**config.mk**
```make
export PLATFORM = sky130hd
export DESIGN_NAME = sram_arbiter
export DESIGN_NICKNAME = d
export VERILOG_FILES = /design/src/rtl/sram_arbiter.sv
export SDC_FILE = /design/constraint.sdc
export NUM_CORES = 1
export LEC_CHECK = 0
export ABC_AREA = 0
export BUFFER_PORTS_ARGS = -buffer_cell sky130_fd_sc_hd__buf_4
export CAP_MARGIN = 25
export CORE_MARGIN = 2
export CORE_UTILIZATION = 51
export DETAILED_ROUTE_END_ITERATION = 6
export GPL_ROUTABILITY_DRIVEN = 0
export MAX_ROUTING_LAYER = met4
export PLACE_DENSITY = 0.93
export SLEW_MARGIN = 20
export SYNTH_ARGS = -nofsm -noshare
export SYNTH_HDL_FRONTEND = slang
export SYNTH_SLANG_ARGS = --single-unit
```
**constraint.sdc**
```tcl
create_clock -name clk -period 4 [get_ports clk]
set_input_delay 0.8 -clock clk [delete_from_list [all_inputs] [get_ports clk]]
set_output_delay 0.8 -clock clk [all_outputs]
set_load 0.02 [all_outputs]
```
**src/rtl/sram_arbiter.sv**
```systemverilog
// Three-port arbiter and cycle sequencer for the external asynchronous SRAM.
// Port 0 has absolute priority; ports 1 and 2 share the remaining slots round-robin.
module sram_arbiter #(
  parameter int AW  = 19,
  parameter int ACC = 2   // strobe-active cycles per access, 1..15
) (
  input  logic          clk,
  input  logic          rst,
  input  logic          req0,
  input  logic          req1,
  input  logic          req2,
  input  logic          we0,
  input  logic          we1,
  input  logic          we2,
  input  logic [AW-1:0] add0,
  input  logic [AW-1:0] add1,
  input  logic [AW-1:0] add2,
  input  logic [7:0]    wd0,
  input  logic [7:0]    wd1,
  input  logic [7:0]    wd2,
  output logic          ack0,
  output logic          ack1,
  output logic          ack2,
  output logic [7:0]    rdata,
  output logic          busy,
  output logic [AW-1:0] sram_add,
  input  logic [7:0]    sram_din,
  output logic [7:0]    sram_dout,
  output logic          sram_doe,
  output logic          sram_cs_n,
  output logic          sram_oe_n,
  output logic          sram_we_n
);

  typedef enum logic [1:0] {IDLE, SETUP, ACCESS, HOLD} state_t;

  localparam logic [3:0] ACC_LAST = 4'(ACC - 1);

  state_t        state, state_nx;
  logic [1:0]    port, port_nx;
  logic          lat_we, lat_we_nx;
  logic [AW-1:0] lat_add, lat_add_nx;
  logic [7:0]    lat_wd, lat_wd_nx;
  logic [3:0]    cnt, cnt_nx;
  logic          last, last_nx;   // 1 = port 2 was served last
  logic          grant;

  always_comb begin
    state_nx   = state;
    port_nx    = port;
    lat_we_nx  = lat_we;
    lat_add_nx = lat_add;
    lat_wd_nx  = lat_wd;
    cnt_nx     = cnt;
    last_nx    = last;
    grant      = 1'b0;
    case (state)
      IDLE: begin
        if (req0) begin
          grant      = 1'b1;
          port_nx    = 2'd0;
          lat_we_nx  = we0;
          lat_add_nx = add0;
          lat_wd_nx  = wd0;
        end else if (req1 && (!req2 || last)) begin
          grant      = 1'b1;
          port_nx    = 2'd1;
          lat_we_nx  = we1;
          lat_add_nx = add1;
          lat_wd_nx  = wd1;
          last_nx    = 1'b0;
        end else if (req2) begin
          grant      = 1'b1;
          port_nx    = 2'd2;
          lat_we_nx  = we2;
          lat_add_nx = add2;
          lat_wd_nx  = wd2;
          last_nx    = 1'b1;
        end
        if (grant) state_nx = SETUP;
      end
      SETUP: begin
        state_nx = ACCESS;
        cnt_nx   = ACC_LAST;
      end
      ACCESS: begin
        if (cnt == 4'd0) state_nx = HOLD;
        else             cnt_nx   = cnt - 4'd1;
      end
      HOLD:    state_nx = IDLE;
      default: state_nx = IDLE;
    endcase
  end

  always_ff @(posedge clk or negedge rst) begin
    if (!rst) begin
      state   <= IDLE;
      port    <= 2'd0;
      lat_we  <= 1'b0;
      lat_add <= '0;
      lat_wd  <= 8'h00;
      cnt     <= 4'd0;
      last    <= 1'b1;
    end else begin
      state   <= state_nx;
      port    <= port_nx;
      lat_we  <= lat_we_nx;
      lat_add <= lat_add_nx;
      lat_wd  <= lat_wd_nx;
      cnt     <= cnt_nx;
      last    <= last_nx;
    end
  end

  // Pin outputs are decoded from the next state so every SRAM strobe comes straight off a flop.
  always_ff @(posedge clk or negedge rst) begin
    if (!rst) begin
      sram_cs_n <= 1'b1;
      sram_oe_n <= 1'b1;
      sram_we_n <= 1'b1;
      sram_doe  <= 1'b0;
      sram_add  <= '0;
      sram_dout <= 8'h00;
      rdata     <= 8'h00;
      ack0      <= 1'b0;
      ack1      <= 1'b0;
      ack2      <= 1'b0;
    end else begin
      sram_cs_n <= (state_nx == IDLE);
      sram_oe_n <= !((state_nx == ACCESS) && !lat_we_nx);
      sram_we_n <= !((state_nx == ACCESS) && lat_we_nx);
      sram_doe  <= (state_nx != IDLE) && lat_we_nx;
      sram_add  <= lat_add_nx;
      if (grant && lat_we_nx) sram_dout <= lat_wd_nx;
      if ((state == ACCESS) && (cnt == 4'd0) && !lat_we) rdata <= sram_din;
      ack0 <= (state_nx == HOLD) && (port_nx == 2'd0);
      ack1 <= (state_nx == HOLD) && (port_nx == 2'd1);
      ack2 <= (state_nx == HOLD) && (port_nx == 2'd2);
    end
  end

  assign busy = (state != IDLE);

endmodule
```
Word level (Yosys, flattened, before mapping)
Cells that the tools add are included.
{ "classes": {"n_addsub": 1, "n_mux": 27, "bitwise_logic": 1, "n_reduce_logical": 28, "eq_ne": 8} }
{ "ops": {"columns": ["cell", "count"], "rows": [
  ["$mux W19", 3],
  ["$mux W8", 4],
  ["$mux W2", 6],
  ["$mux W1", 11],
  ["$eq A2 B2 Y1 const B", 5],
  ["$logic_and A1 B1 Y1", 10],
  ["$pmux W2 S4", 1],
  ["$pmux W4 S2", 1],
  ["$reduce_bool A2 Y1", 4],
  ["$logic_not A2 Y1", 3],
  ["$logic_not A1 Y1", 5],
  ["$eq A2 B1 Y1 const B", 2],
  ["$logic_not A4 Y1", 1],
  ["$mux W4", 1],
  ["$reduce_and A2 Y1", 2],
  ["$sub A4 B1 Y4 const B", 1],
  ["$reduce_and A3 Y1", 1],
  ["$reduce_bool A3 Y1", 1],
  ["$ne A2 B2 Y1 const B", 1],
  ["$logic_or A1 B1 Y1", 1],
  ["$not A1 Y1", 1]
]} }
{ "word_totals": {"in_bits": 97, "ff_bits": 60} }

Depth between registers and ports, before layout
Gate-level depths: netlist of the first run.
{ "logic_depth": {"ltp_word": 11, "mapped_depth": 7, "depth_no_buf": 6} }

Worst setup path before layout of the first run
Ideal clock, no wire load.
{ "synth_path": {"kind": "input to register", "startpoint": "input req1", "endpoint": "register sram_add[13]", "slack_ps": 1981, "arrival_time_ps": 1924, "cell_stages": 7, "setup_ps": 95, "path_cell_list": "buf_2 -> nor3_2 -> nand2b_1 -> buf_2 -> buf_1 -> nand2_1 -> o31ai_1"} }
{ "synth_via": {"elab_chain_len": 3, "elab_cells_between_ends": 5, "cone_classes": "2 x mux; 3 x reduce/logical"} }
{ "synth_lines": {"columns": ["item", "line_no", "source"], "rows": [
  ["start, declared", "10", "input logic req1,"],
  ["$logic_and A1 B1 Y1 (*)", "65", "end else if (req1 && (!req2 || last)) begin"],
  ["$reduce_bool A3 Y1 (no source line) / $mux W19 (equally long branches)", null, null],
  ["$reduce_and A2 Y1 (no source line) / $mux W19 (equally long branches)", null, null],
  ["end signal, assigned", "133", "sram_add <= lat_add_nx;"],
  ["end, declared", "26", "output logic [AW-1:0] sram_add,"]
]} }
Mark *: on every way between the ends. The rest lies on a longest branch, timed or not.
A chain may end at the register's enable or synchronous reset.

Final worst setup path of the first run
{ "layout_path": {"startpoint": "register state[0]", "endpoint": "output busy"} }
{ "layout_via": {"elab_chain_len": 1} }
{ "layout_lines": {"columns": ["item", "line_no", "source"], "rows": [
  ["start, declared", "39", "state_t state, state_nx;"],
  ["start signal, assigned", "105", "state <= state_nx;"],
  ["$reduce_bool A2 Y1", "142", "assign busy = (state != IDLE);"],
  ["end, declared", "25", "output logic busy,"]
]} }
Every way passes these cells.

==> metrics.txt, run 1 <==
cell count after placement 502; Layout Nets 540; Die X 82.7 µm; Fmax 0.371 GHz; post-cts hold buffer count 0; via count 2903; # resized after CTS 0; worst-margin pin slew 742 ps; Primary FF master, synth dfrtp_1; Longest Clk Path Bufs 2; final WL 8.56 mm; Synth cell types 42; WP data arrival 1890 ps; Num CTS Buffers 9; endpoints failing hold 0; IO Pins 140; Reg clk slew, reported paths 70 ps; pwr/cell area 729 nW/µm²; Die H 82.7 µm; Syn Area/Cell 10.2 µm²; Finished Layout Cells 518; Final setup viols 0; Max FO, Critical Path 15; clk_skew 8.48 ps; Initial DRT Pass Iterations 4; initial antenna violation count 0; Post-Route Utilization 0.739; Comb pwr share 0.491; Tmin final 2690 ps; Overflow after GRT 0; Critical R2R Capture ack1$_DFF_PN0_; Slew headroom 0.505; CTS sink count 60; CORE AREA 5960 µm²; htree depth 3; sw frac 0.395; Post-synth EDFFs 0; r2r setup slk 1510 ps; Detail Route Antenna Nets 0; Final Max Slew Viols 0; gr usage total 0.267; register share of total power 0.337; final hold slack 480 ps; Post-Synthesis Cells 310; VDD IR max 0.000443 V; post-detail-place hpwl 6.18 mm; largest net degree at the start of global routing 61; # port buffers 139; status complete, no violations; Detailed Route Iter0 Violations 171; worst skew pair latency 330 ps; Int Power 0.00194 W; Starting Density 0.530; Synth Register Bits 60; Worst setup startpoint state[0]$_DFF_PN0_; clock root buffer clkbuf_8; ys async rst share 1.00; Ys Warns 0; Mapped Nets 412; Worst Path Required 3200 ps; Vias per Instance 5.60; final routed DRC violation total 0; reg-to-reg startpoint last$_DFFE_PN1P_; Setup CP Type register to output pin; std cell rows 28; FF-to-FF path depth 4; Seq/Total Area, Yosys 0.477; max cap viols 0; Area Overhead vs Synth 39.4%; first-pass GRT wire length 13.3 mm; wire length per cell 16.5 µm; Cell Area, Synth 3160 µm²; Clock Power Share 0.172; Design Power 0.00321 W; ratio of final minimum period to clock period 0.673; Startpoint Class register; HP Class register to register; Post CTS Setup Buffer Count 0; RSZ-0062 raised after global routing no; Critical Path Sink Type output pin; crit path to busy; vias in the first global route 2927; Setup TNS 0 ps; share of layout cells above drive strength 1 0.409; min-delay src sram_add[13]$_DFFE_PN0P_; die area 6840 µm²; CTS tree yes; NetSw 0.00127 W; n_diodes 0; Leakage Power 2.13 nW
## cells in the final DEF, fill, tap and decap left out, drive strengths merged, types with 11 or more instances in the layout
cell type / instances
dfrtp: 56
and3: 19
mux2: 24
o31ai: 21
nor2b: 11
nor2: 27
clkbuf: 12
a211oi: 27
nand2: 37
buf: 140
o21ai: 13
## stage by stage
step                worst slack (ps)  instance area [µm²]
floorplan                       1980                 3160
global placement                1190                 4200
detailed placement              1110                 4200
CTS                             1290                 4400
global route                    1140                 4400
finish                          1310                 4400
## flip-flops by register name (all words and copies together), names as in the netlist, 2 cells and up
signal / cells
state: 2
sram_dout: 8
rdata: 8
port: 2
sram_add: 19
cnt: 4
lat_wd: 8
## how the worst min path moves through the flow
stage / endpoint / slack [ps] / cells after the start
finish: sram_add[13]$_DFFE_PN0P_ / 480 / 2
global route: sram_add[7]$_DFFE_PN0P_ / 500 / 2
CTS: sram_add[16]$_DFFE_PN0P_ / 480 / 2
detailed placement: sram_add[16]$_DFFE_PN0P_ / 470 / 2
global placement: sram_add[3]$_DFFE_PN0P_ / 460 / 2
floorplan: cnt[3]$_DFFE_PN0P_ / 470 / 1
## cells by family after synthesis
logic type / after synthesis / share of synthesized area
AOI/OAI and AO/OA: 83 / 0.201
adders and majority gates: 5 / 0.0198
buffers and inverters: 31 / 0.0420
DFF: 60 / 0.477
muxes: 26 / 0.0920
and+or+nand+nor: 105 / 0.168
## final cells by class
| type | count | area (µm²) |
|---|---|---|
| flip-flops and latches | 60 | 1510 |
| fillers | 434 | 1550 |
| well taps | 75 | 93.8 |
| multi-input cells | 219 | 1520 |
| clock buffers | 12 | 155 |
| inverters | 8 | 30.0 |
| repair buffers | 140 | 1050 |
| clock inverters | 4 | 47.5 |
## routing by layer
layer | global-route usage | vias up | wire length [µm]
met2 | 0.436 | 124 | 4230
li1 | - | 1385 | -
met5 | - | - | 0
met4 | 0.136 | 0 | 229
met3 | 0.0598 | 18 | 608
met1 | 0.311 | 1376 | 3500
## cells in the mapped netlist, types with 8 or more instances
master	count	area (µm²)
and3_1	19	119
nor2_1	26	97.6
dfrtp_1	56	1400
nand2_1	35	131
a211oi_1	27	203
mux2_1	13	146
o31ai_1	20	150
nor2b_1	11	68.8
o21ai_1	12	60.1
o221ai_1	8	70.1
mux2_2	11	124
clkbuf_1	14	52.6
## power by group through the flow
| stage | clock, W | sequential (W) | combinational [W] |
|---|---|---|---|
| finish | 0.000553 | 0.00108 | 0.00158 |
| global route | 0.000590 | 0.00111 | 0.00173 |
| floorplan | 0 | 0.00131 | 0.000770 |
| CTS | 0.000561 | 0.00108 | 0.00159 |
| global placement | 0 | 0.00107 | 0.00152 |
| detailed placement | 0 | 0.00108 | 0.00159 |
## worst max-delay path, stage by stage (launching register included)
cell	delay [ps]
dfrtp_1	410
inv_1	110
ha_1	600
inv_1	220
buf_4	220
Power figures use the tool's default switching activity.
==> run 2, diff against run 1 <==
Settings changed: CORE_UTILIZATION 51 to 43, PLACE_DENSITY 0.93 to 0.85.
Clock period 4 ns to 2.2 ns, I/O delays scaled along.
==> metrics.txt, run 2 (synthesized netlist as in run 1, its figures left out) <==
status complete, no violations; wire length per cell 15.3 µm (-7.5%); final routed DRC violation total 0 (unchanged); Detailed Route Iter0 Violations 105 (-39%); reg-to-reg startpoint cnt[0]$_DFFE_PN0P_; Starting Density 0.440 (-0.0901); worst skew pair latency 340 ps (about the same); crit-path cells inv_1 -> ha_1 -> or3b_4 -> or2_1 -> nor2_4 -> mux2_1; Final Max Slew Viols 0 (unchanged); Buffers & Inverters on Critical Path 1 (-2); Max FO, Critical Path 8 (-7); Critical Path Sink Type register; htree depth 3 (unchanged); commonest non-fill, non-tap cell in the layout buf_4; post-cts hold buffer count 0 (unchanged); Post CTS Setup Buffer Count 0 (unchanged); vias in the first global route 2727 (-6.8%); Crit path max-delay family simple AND/OR/NAND/NOR gates; Final setup viols 0 (unchanged); Longest Clk Path Bufs 2 (unchanged); WP data arrival 2300 ps (+410 ps); CP peak stage delay 430 ps (-170 ps); commonest non-fill, non-tap cells in the layout buf_4, dfrtp_1, nand2_1; endpoints failing hold 0 (unchanged); via count 2894 (-0.31%); Die H 89.7 µm (+8.5%); final WL 8.41 mm (-1.8%); Design Power 0.00600 W (+87%); Fmax 0.480 GHz; clock root buffer clkbuf_8; largest register by flop count sram_add; pwr/cell area 1330 nW/µm² (+82%); # resized after CTS 0 (unchanged); die area 8040 µm² (+18%); clk_skew 11.9 ps (+3.45 ps); Leakage Power 2.17 nW (+1.9%); Critical Path Slowest Stage Cell or3b_4; FF-to-FF path depth 6 (+2); VDD IR max 0.000739 V (+67%); RSZ-0062 raised after global routing no; initial antenna violation count 0 (unchanged); max cap viols 0 (unchanged); # port buffers 139 (unchanged); Num CTS Buffers 9 (unchanged); Startpoint Class register; n_diodes 0 (unchanged); Overflow after GRT 0 (unchanged); Setup TNS 0 ps (unchanged); Reg clk slew, reported paths 70 ps (about the same); max reg flops 19 (unchanged); post-detail-place hpwl 6.17 mm (about the same); CTS sink count 60 (unchanged); Critical R2R Capture rdata[1]$_DFFE_PN0P_; r2r setup slk 120 ps (-1390 ps); share of layout cells above drive strength 1 0.421 (+0.0127); Area Overhead vs Synth 43.0%; CTS tree yes; Worst Path Required 2420 ps (-780 ps); first-pass GRT wire length 12.8 mm (-3.8%); gr usage total 0.217 (-0.0507); IO Pins 140 (unchanged); Die X 89.7 µm (+8.5%); Tmin final 2080 ps; ratio of final minimum period to clock period 0.947; Setup CP Type register to register; Vias per Instance 5.26 (-6.1%); std cell rows 31 (+11%); worst-margin pin slew 750 ps (+7.63 ps); Detail Route Antenna Nets 0 (unchanged); largest net degree at the start of global routing 61 (unchanged); Layout Nets 548 (+1.5%); HP Class input pin to asynchronous set/reset pin; CORE AREA 7180 µm² (+20%); Slew headroom 0.500 (-0.00509); Initial DRT Pass Iterations 6 (+2)
-- run 2: cell count changes in the layout (fill, tap and decap cells not counted), sizes merged --
cell	before	now
buf	140	148
clkbuf	12	10
clkinvlp	1	3
bufinv	1	2
clkinv	2	1
-- run 2: stage by stage --
| step | instances | area [µm²] | utilization | setup slack, ps | hold slack [ps] |
|---|---|---|---|---|---|
| 2_1_floorplan | 310 | 3160 | - | 277 | 144 |
| 3_3_place_gp | 534 | 4290 | 0.598 | 209 | 461 |
| 3_5_place_dp | 534 | 4290 | 0.598 | 131 | 469 |
| 4_1_cts | 550 | 4510 | 0.629 | 122 | 196 |
| 5_1_grt | 550 | 4510 | 0.629 | 32.7 | 233 |
| 6_report | 550 | 4510 | 0.629 | 116 | 166 |
-- run 2: layout make-up --
| class | count | area, µm² |
|---|---|---|
| well taps | 99 | 124 |
| inverters | 8 | 30.0 |
| repair buffers | 148 | 1110 |
| flip-flops and latches | 60 | 1510 |
| clock inverters | 6 | 87.6 |
| fillers | 611 | 2660 |
| multi-input cells | 219 | 1520 |
| clock buffers | 10 | 138 |
-- run 2: how the worst max path moves through the flow --
stage	start	endpoint	slack (ps)	cells past startpoint
5_1_grt	cnt[0]$_DFFE_PN0P_	rdata[0]$_DFFE_PN0P_	30	6
4_1_cts	cnt[0]$_DFFE_PN0P_	rdata[1]$_DFFE_PN0P_	120	6
3_5_place_dp	cnt[0]$_DFFE_PN0P_	rdata[7]$_DFFE_PN0P_	130	6
2_1_floorplan	cnt[0]$_DFFE_PN0P_	rdata[0]$_DFFE_PN0P_	280	6
6_report	cnt[0]$_DFFE_PN0P_	rdata[1]$_DFFE_PN0P_	120	6
3_3_place_gp	cnt[0]$_DFFE_PN0P_	rdata[2]$_DFFE_PN0P_	210	6
-- run 2: where the power goes --
| group | leakage (nW) | internal, W | switching (W) |
|---|---|---|---|
| clock | 0.105 | 0.000666 | 0.000450 |
| sequential | 0.727 | 0.00166 | 0.000298 |
| combinational | 1.34 | 0.00133 | 0.00159 |
| total | 2.17 | 0.00366 | 0.00234 |
-- run 2: per-layer routing --
metal,share of wire,track usage
met3,0.071,0.0320
met4,0.015,0.0923
met2,0.51,0.360
met1,0.41,0.263
met5,0,-
